===== src/rtl/reload_timer_pkg.sv =====
// Shared definitions for reload_timer: state encoding, default widths and the
// start/terminal value helpers used by the counter datapath.
package reload_timer_pkg;

  localparam int WIDTH_DEF = 8;
  localparam int PSC_W_DEF = 8;

  typedef enum logic [1:0] {
    IDLE = 2'd0,
    RUN  = 2'd1,
    DONE = 2'd2
  } state_t;

  // Start value: counting up begins at 0, counting down begins at N.
  function automatic logic [31:0] start_val(input logic up, input logic [31:0] n);
    return up ? 32'd0 : n;
  endfunction

  // Terminal value: counting up ends at N, counting down ends at 0.
  function automatic logic [31:0] term_val(input logic up, input logic [31:0] n);
    return up ? n : 32'd0;
  endfunction

endpackage


===== src/rtl/reload_timer_psc.sv =====
// Tick prescaler for reload_timer: asserts tick once every psc+1 enabled clocks.
// Only instantiated when RELOAD_TIMER_PSC_EN is defined.
module reload_timer_psc
  import reload_timer_pkg::*;
#(
  parameter int PSC_W = PSC_W_DEF
) (
  input  logic             clk,
  input  logic             reset,
  input  logic             clear,
  input  logic             en,
  input  logic [PSC_W-1:0] psc,
  output logic             tick
);

  logic [PSC_W-1:0] r_cnt;

  assign tick = en && (r_cnt == psc);

  always_ff @(posedge clk) begin
    if (reset || clear) begin
      r_cnt <= '0;
    end else if (tick) begin
      r_cnt <= '0;
    end else if (en) begin
      r_cnt <= r_cnt + PSC_W'(1);
    end
  end

endmodule


===== src/rtl/reload_timer.sv =====
// Parametrised up/down reload timer with one-shot mode and start/stop control.
// Define RELOAD_TIMER_PSC_EN to include the tick prescaler; otherwise every RUN clock ticks.
module reload_timer
  import reload_timer_pkg::*;
#(
  parameter int WIDTH = WIDTH_DEF,
  parameter int PSC_W = PSC_W_DEF
) (
  input  logic             clk,
  input  logic             reset,
  input  logic             start,
  input  logic             stop,
  input  logic [WIDTH-1:0] load,
  input  logic             up,
  input  logic             oneshot,
  input  logic [PSC_W-1:0] psc,
  output logic [WIDTH-1:0] count,
  output logic             tc,
  output logic             busy
);

  state_t           r_state;
  state_t           w_state_nxt;
  logic [WIDTH-1:0] r_count;
  logic [WIDTH-1:0] w_count_nxt;
  logic [WIDTH-1:0] r_n;
  logic [WIDTH-1:0] w_n_nxt;
  logic             r_tc;
  logic             r_busy;
  logic             r_up;
  logic             r_oneshot;
  logic             w_count_wr;
  logic             w_start_acc;
  logic             w_up_nxt;
  logic             w_tc_nxt;
  logic             w_tick;
  logic             w_run;

  function automatic logic [WIDTH-1:0] s_of(input logic u, input logic [WIDTH-1:0] n);
    return WIDTH'(start_val(u, 32'(n)));
  endfunction

  function automatic logic [WIDTH-1:0] t_of(input logic u, input logic [WIDTH-1:0] n);
    return WIDTH'(term_val(u, 32'(n)));
  endfunction

  assign w_run       = (r_state == RUN);
  assign w_start_acc = start && !stop;
  assign w_up_nxt    = w_start_acc ? up : r_up;

`ifdef RELOAD_TIMER_PSC_EN
  logic [PSC_W-1:0] r_psc;

  always_ff @(posedge clk) begin
    if (w_start_acc) begin
      r_psc <= psc;
    end
  end

  reload_timer_psc #(.PSC_W(PSC_W)) u_psc (
    .clk   (clk),
    .reset (reset),
    .clear (w_start_acc),
    .en    (w_run),
    .psc   (r_psc),
    .tick  (w_tick)
  );
`else
  logic w_unused_psc;
  assign w_unused_psc = ^psc;
  assign w_tick       = 1'b1;
`endif

  // Next state and counter update; stop outranks start, start outranks a tick.
  always_comb begin
    w_state_nxt = r_state;
    w_count_wr  = 1'b0;
    w_count_nxt = r_count;
    w_n_nxt     = r_n;
    if (stop) begin
      w_state_nxt = IDLE;
    end else if (start) begin
      w_state_nxt = RUN;
      w_n_nxt     = load;
      w_count_wr  = 1'b1;
      w_count_nxt = s_of(up, load);
    end else if (w_run && w_tick) begin
      if (r_count != t_of(r_up, r_n)) begin
        w_count_wr  = 1'b1;
        w_count_nxt = r_up ? (r_count + WIDTH'(1)) : (r_count - WIDTH'(1));
      end else if (r_oneshot) begin
        w_state_nxt = DONE;
      end else begin
        // Reload picks up the current load value, so load edits apply per period.
        w_n_nxt     = load;
        w_count_wr  = 1'b1;
        w_count_nxt = s_of(r_up, load);
      end
    end
  end

  // tc marks only the edge that writes T, never the clocks count merely sits at T.
  assign w_tc_nxt = w_count_wr && (w_count_nxt == t_of(w_up_nxt, w_n_nxt));

  always_ff @(posedge clk) begin
    if (reset) begin
      r_state <= IDLE;
      r_count <= '0;
      r_tc    <= 1'b0;
      r_busy  <= 1'b0;
    end else begin
      r_state <= w_state_nxt;
      if (w_count_wr) begin
        r_count <= w_count_nxt;
      end
      r_tc   <= w_tc_nxt;
      r_busy <= (w_state_nxt == RUN);
    end
  end

  always_ff @(posedge clk) begin
    r_n <= w_n_nxt;
    if (w_start_acc) begin
      r_up      <= up;
      r_oneshot <= oneshot;
    end
  end

  assign count = r_count;
  assign tc    = r_tc;
  assign busy  = r_busy;

endmodule


===== config.mk =====
export PLATFORM = sky130hd
export DESIGN_NAME = reload_timer
export DESIGN_NICKNAME = d
export VERILOG_FILES = /design/src/rtl/reload_timer_pkg.sv /design/src/rtl/reload_timer_psc.sv /design/src/rtl/reload_timer.sv
export SDC_FILE = /design/constraint.sdc
export NUM_CORES = 1
export LEC_CHECK = 0
export BUFFER_PORTS_ARGS = -buffer_cell sky130_fd_sc_hd__buf_2
export CAP_MARGIN = 10
export CORE_MARGIN = 8
export CORE_UTILIZATION = 30
export CTS_BUF_LIST = sky130_fd_sc_hd__clkbuf_4
export DETAILED_ROUTE_END_ITERATION = 10
export SKIP_LAST_GASP = 1
export SLEW_MARGIN = 20
export SYNTH_ARGS = -nofsm -noshare
export SYNTH_HDL_FRONTEND = slang
export SYNTH_SLANG_ARGS = --single-unit

===== constraint.sdc =====
create_clock -name clk -period 5.52 [get_ports clk]
set_input_delay 0.828 -clock clk [delete_from_list [all_inputs] [get_ports clk]]
set_output_delay 0.828 -clock clk [all_outputs]
set_load 0.1 [all_outputs]

; Word level (Yosys, flattened, before mapping)
; Index checks and enable logic that the tools add are counted.
[op_classes]
shift = 0
bitwise_logic = 0
reduce_logical = 3
eq_ne = 4
n_mux = 26
n_div = 0
n_lt_le_gt_ge = 0
n_mul = 0
addsub = 2
[op_table]
columns = cell, n
row1 = 8-bit 2-to-1 mux, 15
row2 = 2-bit 2-to-1 mux, 5
row3 = 8-bit by 1-bit adder with 8-bit output (second input constant), 1
row4 = 8-bit == test, 1
row5 = 8-bit inequality test, 1
row6 = 8-bit by 1-bit subtractor with 8-bit output (second input constant), 1
row7 = 1-bit 2-to-1 mux, 6
row8 = 2-bit by 1-bit == test with 1-bit output (second input constant), 2
row9 = 1-bit logical AND, 2
row10 = 1-bit zero test, 1
[word_totals]
regBits = 22
ram_bits = 0
n_memories = 0
latchBits = 0
output_inout_bits = 10
word_cells = 42
mem_bits_ro = 0

; Depth between registers and ports, before layout
; Gate-level depths: netlist of the first run.
[depth]
ltp_word = 9
ltp_mapped = 12

; Least setup slack after synthesis of the first run
; Ideal clock, no wire load.
[synth_timing]
path_kind = flip-flop to flip-flop
startpoint = register r_count[0], in the netlist count[0]
endpoint = register r_tc, in the netlist tc
path_stages_with_launch = 12
synth_period_minus_slack_ps = 3206
t_arrival_ps = 3089
setup_ps = 117
required_time_ps = 5403
path_slack_ps = 2314
path_cell_list = dfxtp_1 buf_2 nor4bb_1 o2bb2ai_1 o22a_1 buf_4 a41oi_4 mux2i_1 nand2_1 mux2i_1 a211oi_1 and4bb_1
[synth_between]
elab_chain_len = 8
elab_cells_between_ends = 20
cone_classes = add/sub: 2 / eq/ne: 2 / mux: 15 / reduce/logical: 1
[synth_rtl]
columns = element, line_no
row1 = "start, declared", reload_timer.sv:24  ; logic [WIDTH-1:0] r_count;
row2 = "start signal, assigned", reload_timer.sv:114  ; r_count <= w_count_nxt;
row3 = "8-bit by 1-bit subtractor with 8-bit output, or another cell as far along", reload_timer.sv:90  ; w_count_nxt = r_up ? (r_count + WIDTH'(1)) : (r_count - WIDTH'(1));
row4 = 8-bit 2-to-1 mux (on tied branches), "reload_timer.sv:90, reload_timer.sv:88"
row5 = 8-bit 2-to-1 mux (on tied branches), "reload_timer.sv:88, reload_timer.sv:87"
row6 = 8-bit 2-to-1 mux (on tied branches), "reload_timer.sv:87, reload_timer.sv:82"
row7 = 8-bit 2-to-1 mux (on tied branches), "reload_timer.sv:82, reload_timer.sv:80"
row8 = 8-bit 2-to-1 mux (on tied branches), "reload_timer.sv:80, reload_timer_pkg.sv:21"
row9 = 8-bit == test, reload_timer.sv:103  ; assign w_tc_nxt = w_count_wr && (w_count_nxt == t_of(w_up_nxt, w_n_nxt));
row10 = 1-bit logical AND (*), reload_timer.sv:103
row11 = "end signal, assigned", reload_timer.sv:116  ; r_tc <= w_tc_nxt;
row12 = "end, declared", reload_timer.sv:28  ; logic r_tc;
; Mark *: on every way between the ends. The rest lies on a longest branch, timed or not.
; A chain may end at the register's enable or synchronous reset.

; Worst setup path after layout of the first run
[layout_timing]
startpoint = register r_up
endpoint = register r_tc, in the netlist tc
[layout_between]
elab_chain_len = 9
elab_cells_between_ends = 21
cone_classes = eq/ne: 2 / mux: 18 / reduce/logical: 1
[layout_rtl]
columns = element, line_no
row1 = "start, declared", reload_timer.sv:30  ; logic r_up;
row2 = "start signal, assigned", reload_timer.sv:124  ; r_up <= up;
row3 = 8-bit 2-to-1 mux, reload_timer_pkg.sv:21  ; return up ? n : 32'd0;
row4 = 8-bit inequality test, reload_timer.sv:88  ; if (r_count != t_of(r_up, r_n)) begin
row5 = 8-bit 2-to-1 mux, reload_timer.sv:88
row6 = 8-bit 2-to-1 mux, reload_timer.sv:87  ; end else if (w_run && w_tick) begin
row7 = 8-bit 2-to-1 mux, reload_timer.sv:82  ; end else if (start) begin
row8 = 8-bit 2-to-1 mux, reload_timer.sv:80  ; if (stop) begin
row9 = 8-bit 2-to-1 mux, reload_timer_pkg.sv:21
row10 = 8-bit == test, reload_timer.sv:103
row11 = 1-bit logical AND (*), reload_timer.sv:103
; Marked as above.

==> metrics.txt, run 1 <==
result of the run completed; Detailed Route WL 5.40 mm; Hold Vio Cnt, Final 0; most area-hungry cell type in the Yosys netlist dfxtp_1; P_leak 0.862 nW; CTS tree done; Boundary Pins 32; leading cell types by total area after synthesis dfxtp_1 (22%), mux2i_1 (4.8%), ha_1 (4.0%); headroom to the max-slew limit 57.8%; worst reg2reg setup slack 1.83 ns; WL/cell 16.6 um; share of layout cells above drive strength 1 16.1%; die height 95.3 um; launch point of the worst reg-to-reg path r_up$_DFF_P_; transition time of the tightest slew-check pin 0.617 ns; maximum resistive drop on vdd 0.0000877 V; Achievable Freq 0.271 GHz; cell total after placement 321; wire length of the first global-routing pass 8.94 mm; cell depth of the worst flop-to-flop path 11; clock-pin transition on the worst setup and hold timing paths 0.14 ns; flip-flop and latch count after synthesis 22; initial cell density of the core 30.4%; number of global-route vias before repair 1,780; slowest CP cell dfxtp_1; routability congestion estimate 0.900; aggregate global routing overflow 0; Worst EP arrival 3.96 ns; area overhead of the layout relative to synthesis 10.0%; post-synth net total 260; largest net degree at the start of global routing 16; total count of max-transition violations in the final report 0; Gates resized, CTS repair 0; number of violations reported at the end of detailed-routing iteration 0 229; H-Tree Level Count 1; residual DRC count 0; power density over the cells 242 nW/um^2; Yosys Warn Count 0; hpwl dp 4.07 mm; Clock Sinks 22; overall track demand over capacity in global routing 12.6%; post-synthesis instance area 1890 um^2; cts bufs inserted 3; core area 6200 um^2; end point of the critical path tc$_SDFF_PP0_; fin area 2080 um^2; # hold bufs at CTS 0; site row count 29; data required time at the worst endpoint 5.80 ns; Fin Clk Skew 0.0136 ns; CP startpoint kind flip-flop; final cell count without fillers 325; clock network latency to the later pin of the worst-skew pair 0.33 ns; Critical Path Sink Type flip-flop; via total after detailed routing 1,801; Unique masters post-synth 63; Total Die Area 9080 um^2; cells along the critical path inv_1 > ha_1 > nand3_1 > o2111ai_1 > o211ai_1 > xnor2_1 > nor3_1 > o32ai_1 > o21ai_0 > a2111oi_0 > and4bb_1; worst setup path category reg -> reg; top fanout value on the critical path 15; async set or reset register ratio after synthesis 0%; Final period util 66.8%; number of antenna-violating nets in the routed design 0; top cell type's share of synthesized area 22.3%; setup_tns 0 ns; Crit. Startpoint r_up$_DFF_P_; portion of the post-synthesis area used by sequential elements 23.9%; category of cells accounting for the largest share of critical-path delay compound AO/OA/AOI/OAI gates; maximum buffer depth of the clock tree 2; total number of cells along the worst setup path 11; post-layout min period 3.69 ns; setup repair after global routing missed its margin false; Worst path max stage delay 0.67 ns; average size of a mapped cell 8.17 um^2; Buffers & Inverters on Critical Path 1; setup violators final 0; Post-Place Cell Area 2050 um^2; number of synthesized flops with an enable pin 1; count of maximum capacitance violations 0; Most used DFF post-synth dfxtp_1; nets@finish 278; Critical R2R Capture tc$_SDFF_PP0_; count of input and output buffers 23; total iterations of the first detailed-routing run 4; detailed-route vias per instance 5.54; Post CTS Setup Buffer Count 0; overall die width 95.3 um; root buffer cell clkbuf_4; path class of the lowest-slack min-delay path reg -> reg; number of antenna violations at the first check in global routing 0; cells after synthesis 231; ANT cells 0
-- through the flow --
stage | util, % | total power [mW] | hold slack (ns) | worst slack (ns)
3_5_place_dp | 33.0 | 0.422 | 0.536 | 1.87
5_1_grt | 33.5 | 0.539 | 0.595 | 1.46
2_1_floorplan | - | 0.377 | 0.493 | 2.31
6_report | 33.5 | 0.503 | 0.555 | 1.83
4_1_cts | 33.5 | 0.505 | 0.554 | 1.82
3_3_place_gp | 33.0 | 0.420 | 0.521 | 1.85
-- state kept, by name (all words and copies together) (netlist names) --
signal and flops:
busy 1, tc 1, r_oneshot 1, r_up 1
count 8, r_n 8, r_state 2
-- worst reg2reg max path, delay by kind of cell (launching register included) --
kind                       cells  cell delay (ns)
and+or+nand+nor                3             0.48
DFF                            1             0.67
xor gates and xnor gates       1             0.21
buffers and inverters          1             0.37
adders and majority gates      1             0.47
AOI/OAI and AO/OA              5             1.43
-- power by group --
group / internal [mW] / leakage [nW] / switching [mW]
logic: 0.0795 / 0.664 / 0.140
registers: 0.175 / 0.183 / 0.0249
clock network: 0.0265 / 0.0154 / 0.0561
-- cells in the mapped netlist (all sizes together) (5+ instances only) --
cell type / n
dfxtp: 21
nand2: 19
nor2: 14
a21oi: 13
inv: 13
nor3: 12
nand3: 10
mux2i: 9
xor2: 8
o21ai: 7
buf: 6
ha: 6
a211oi: 5
nor2b: 5
xnor2: 5
-- layout by cell type, fill, tap and decap left out, types with 3 or more instances in the layout --
cell type / n
a21o_1: 4
ha_1: 6
nor2_1: 13
dfxtp_1: 21
clkbuf_4: 3
a211oi_1: 4
inv_1: 13
nand2_1: 19
a21oi_1: 13
nand3_1: 10
nor3_1: 12
buf_2: 23
o211ai_1: 3
o21bai_1: 3
xnor2_1: 5
a31oi_1: 3
mux2_2: 4
nand2b_1: 3
xor2_1: 8
o21ai_0: 7
mux2i_1: 9
o22ai_1: 3
nor2b_1: 5
and2_1: 4
-- how the worst min path moves through the flow --
stage	depth (start not counted)	endpoint	slack [ns]	startpoint
floorplan	2	r_n[7]$_DFF_P_	0.49	r_n[7]$_DFF_P_
global route	2	r_state[0]$_SDFF_PP0_	0.59	r_state[0]$_SDFF_PP0_
CTS	2	r_state[0]$_SDFF_PP0_	0.55	r_state[0]$_SDFF_PP0_
global placement	2	r_n[7]$_DFF_P_	0.52	r_n[7]$_DFF_P_
finish	2	r_state[0]$_SDFF_PP0_	0.56	r_state[0]$_SDFF_PP0_
detailed placement	2	r_state[0]$_SDFF_PP0_	0.54	r_state[0]$_SDFF_PP0_
-- final cells by class --
cell class	instances	area, um^2
flip-flops and latches	22	450
inverters	14	52.6
repair buffers	23	115
multi-input cells	185	1340
clock inverters	1	3.75
clock buffers	3	22.5
well taps	77	96.3
fillers	665	4130
-- cell families after synthesis --
kind of cell / Yosys count / synth area share (%)
muxes: 13 / 7.16
and+or+nand+nor: 84 / 23.7
DFF: 22 / 23.9
adders and majority gates: 7 / 5.04
xor gates and xnor gates: 13 / 6.03
AOI/OAI and AO/OA: 68 / 28.8
buffers and inverters: 24 / 5.37
-- metal layers --
metal	track usage (%)	up-vias	share of wire [%]
li1	-	898	-
met1	16.3	846	46
met2	20.9	51	47
met3	2.13	6	5.8
met4	4.16	0	1.2
met5	0	-	0
Power figures use the tool's default switching activity.
==> run 2, diff against run 1 <==
Clock period 5.52 ns to 3.1 ns, I/O delays scaled along.
==> run 2 against run 1 <==
Hold slack got worse by 0.25 ns. Flip-flop and latch count did not move. Sequential power grew 75%. Final area is 7.8% higher. Total power increased by 110%. Die area unchanged. Register-to-register slack worse by 1.7 ns. Fmax up 26%. Clock skew shrank 0.011 ns. Critical path type unchanged. Count of clock-buffer cells in the layout did not move. Core utilization rose by 2.6 points.
==> metrics.txt, run 2 (synthesis results as in run 1) <==
result of the run completed; overall track demand over capacity in global routing 12.5%; total iterations of the first detailed-routing run 4; Clock Sinks 22; cell internal power dissipation 0.624 mW; count of maximum capacitance violations 0; clock-pin transition on the worst setup and hold timing paths 0.13 ns; setup_tns 0 ns; clock network latency to the later pin of the worst-skew pair 0.32 ns; CTS tree done; GRT met2 Usage 20.0%; Critical Path Sink Type flip-flop; root buffer cell clkbuf_4; Detailed Route WL 5.55 mm; number of antenna violations at the first check in global routing 0; maximum resistive drop on vdd 0.000156 V; WL/cell 16.3 um; Comb power frac 44.0%; Boundary Pins 32; headroom to the max-slew limit 61.3%; Worst EP arrival 3.20 ns; Hold Vio Cnt, Final 0; die height 95.3 um; number of global-route vias before repair 1,785; Total Die Area 9080 um^2; Fin Clk Skew 0.00306 ns; Post CTS Setup Buffer Count 0; data required time at the worst endpoint 3.37 ns; wire length of the first global-routing pass 8.93 mm; nets@finish 293; HP Start oneshot; worst setup path category reg -> reg; highest-utilization routing layer at the global route stage met2; area overhead of the layout relative to synthesis 18.6%; routability congestion estimate 0.898; site row count 29; Achievable Freq 0.342 GHz; switching part of the total 39.5%; P_leak 0.955 nW; worst setup slack after layout 0.173 ns; residual DRC count 0; hpwl dp 4.34 mm; Switching Power 0.407 mW; met1 routing resource usage after global routing 16.1%; Crit. Startpoint r_up$_DFF_P_; power share of the sequential group 34.0%; initial cell density of the core 30.4%; worst slack at placement 0.182 ns; top fanout value on the critical path 14; Post-Place Cell Area 2180 um^2; leading cell type in the layout, fill and taps excluded buf_2; transition time of the tightest slew-check pin 0.576 ns; post-layout min period 2.93 ns; ANT cells 0; setup repair after global routing missed its margin false; cell total after placement 336; share of layout cells above drive strength 1 22.8%; clock share of power 22.1%; final cell count without fillers 340; detailed-route vias per instance 5.54; met3 Usage GRT 2.28%; cts bufs inserted 3; total count of max-transition violations in the final report 0; count of input and output buffers 23; fin area 2240 um^2; overall die width 95.3 um; Final period util 94.4%; number of violations reported at the end of detailed-routing iteration 0 170; maximum buffer depth of the clock tree 2; path class of the lowest-slack min-delay path in -> reg; largest net degree at the start of global routing 15; aggregate global routing overflow 0; number of antenna-violating nets in the routed design 0; CP startpoint kind flip-flop; launch point of the worst reg-to-reg path r_up$_DFF_P_; highest-count cells in the layout ignoring fill and taps buf_2 (23), nand2_1 (19), dfxtp_1 (18), buf_4 (14); core area 6200 um^2; via total after detailed routing 1,884; # hold bufs at CTS 0; power density over the cells 461 nW/um^2; H-Tree Level Count 1; setup violators final 0; total design power 1.03 mW
[run 2: critical path, stage by stage, from the launching register on]
cell and delay, ns:
dfxtp_1 0.35, buf_4 0.20, nor4bb_1 0.36, o2bb2ai_1 0.18, o22a_1 0.17, buf_4 0.20
a31oi_4 0.23, mux2i_1 0.18, or2_2 0.30, a2111oi_0 0.44, and4bb_1 0.25
[run 2: power by group through the flow]
stage	sequential, mW	clock (mW)	combinational, mW
4_1_cts	0.350	0.234	0.450
5_1_grt	0.355	0.247	0.493
3_5_place_dp	0.356	0	0.447
3_3_place_gp	0.355	0	0.443
6_report	0.350	0.228	0.453
2_1_floorplan	0.392	0	0.280
[run 2: what timing repair did]
action                     in CTS  in global routing
gates resized for setup         0                  1
setup endpoints to repair       0                  1
hold endpoints to repair        0                  0
[run 2: area by class of cell]
cell class / instances / area (um^2)
clock inverters: 1 / 30.0
repair buffers: 38 / 240
well taps: 77 / 96.3
multi-input cells: 185 / 1340
flip-flops and latches: 22 / 454
clock buffers: 3 / 22.5
inverters: 14 / 52.6
fillers: 648 / 3970
[run 2: per-layer routing]
metal	routed length (um)	part of all wire [%]	up-vias
met3	285	5.1	9
met4	103	1.9	0
met5	0	0	-
met2	2570	46	46
met1	2590	47	903
li1	-	-	926
[run 2: metrics by stage]
stage               hold WS, ns  utilization [%]
global placement          0.522             35.1
finish                    0.307             36.1
global route              0.296             36.1
CTS                       0.303             36.0
floorplan                 0.493                -
detailed placement        0.530             35.1
[run 2: path summary, 6_finish.rpt]
kind,to,slack [ns],cells past startpoint
hold / removal,r_oneshot$_DFFE_PP_,0.31,1
hold reg to reg,r_state[1]$_SDFF_PP0_,0.55,2
setup reg to reg,tc$_SDFF_PP0_,0.17,10
setup / recovery,tc$_SDFF_PP0_,0.17,10
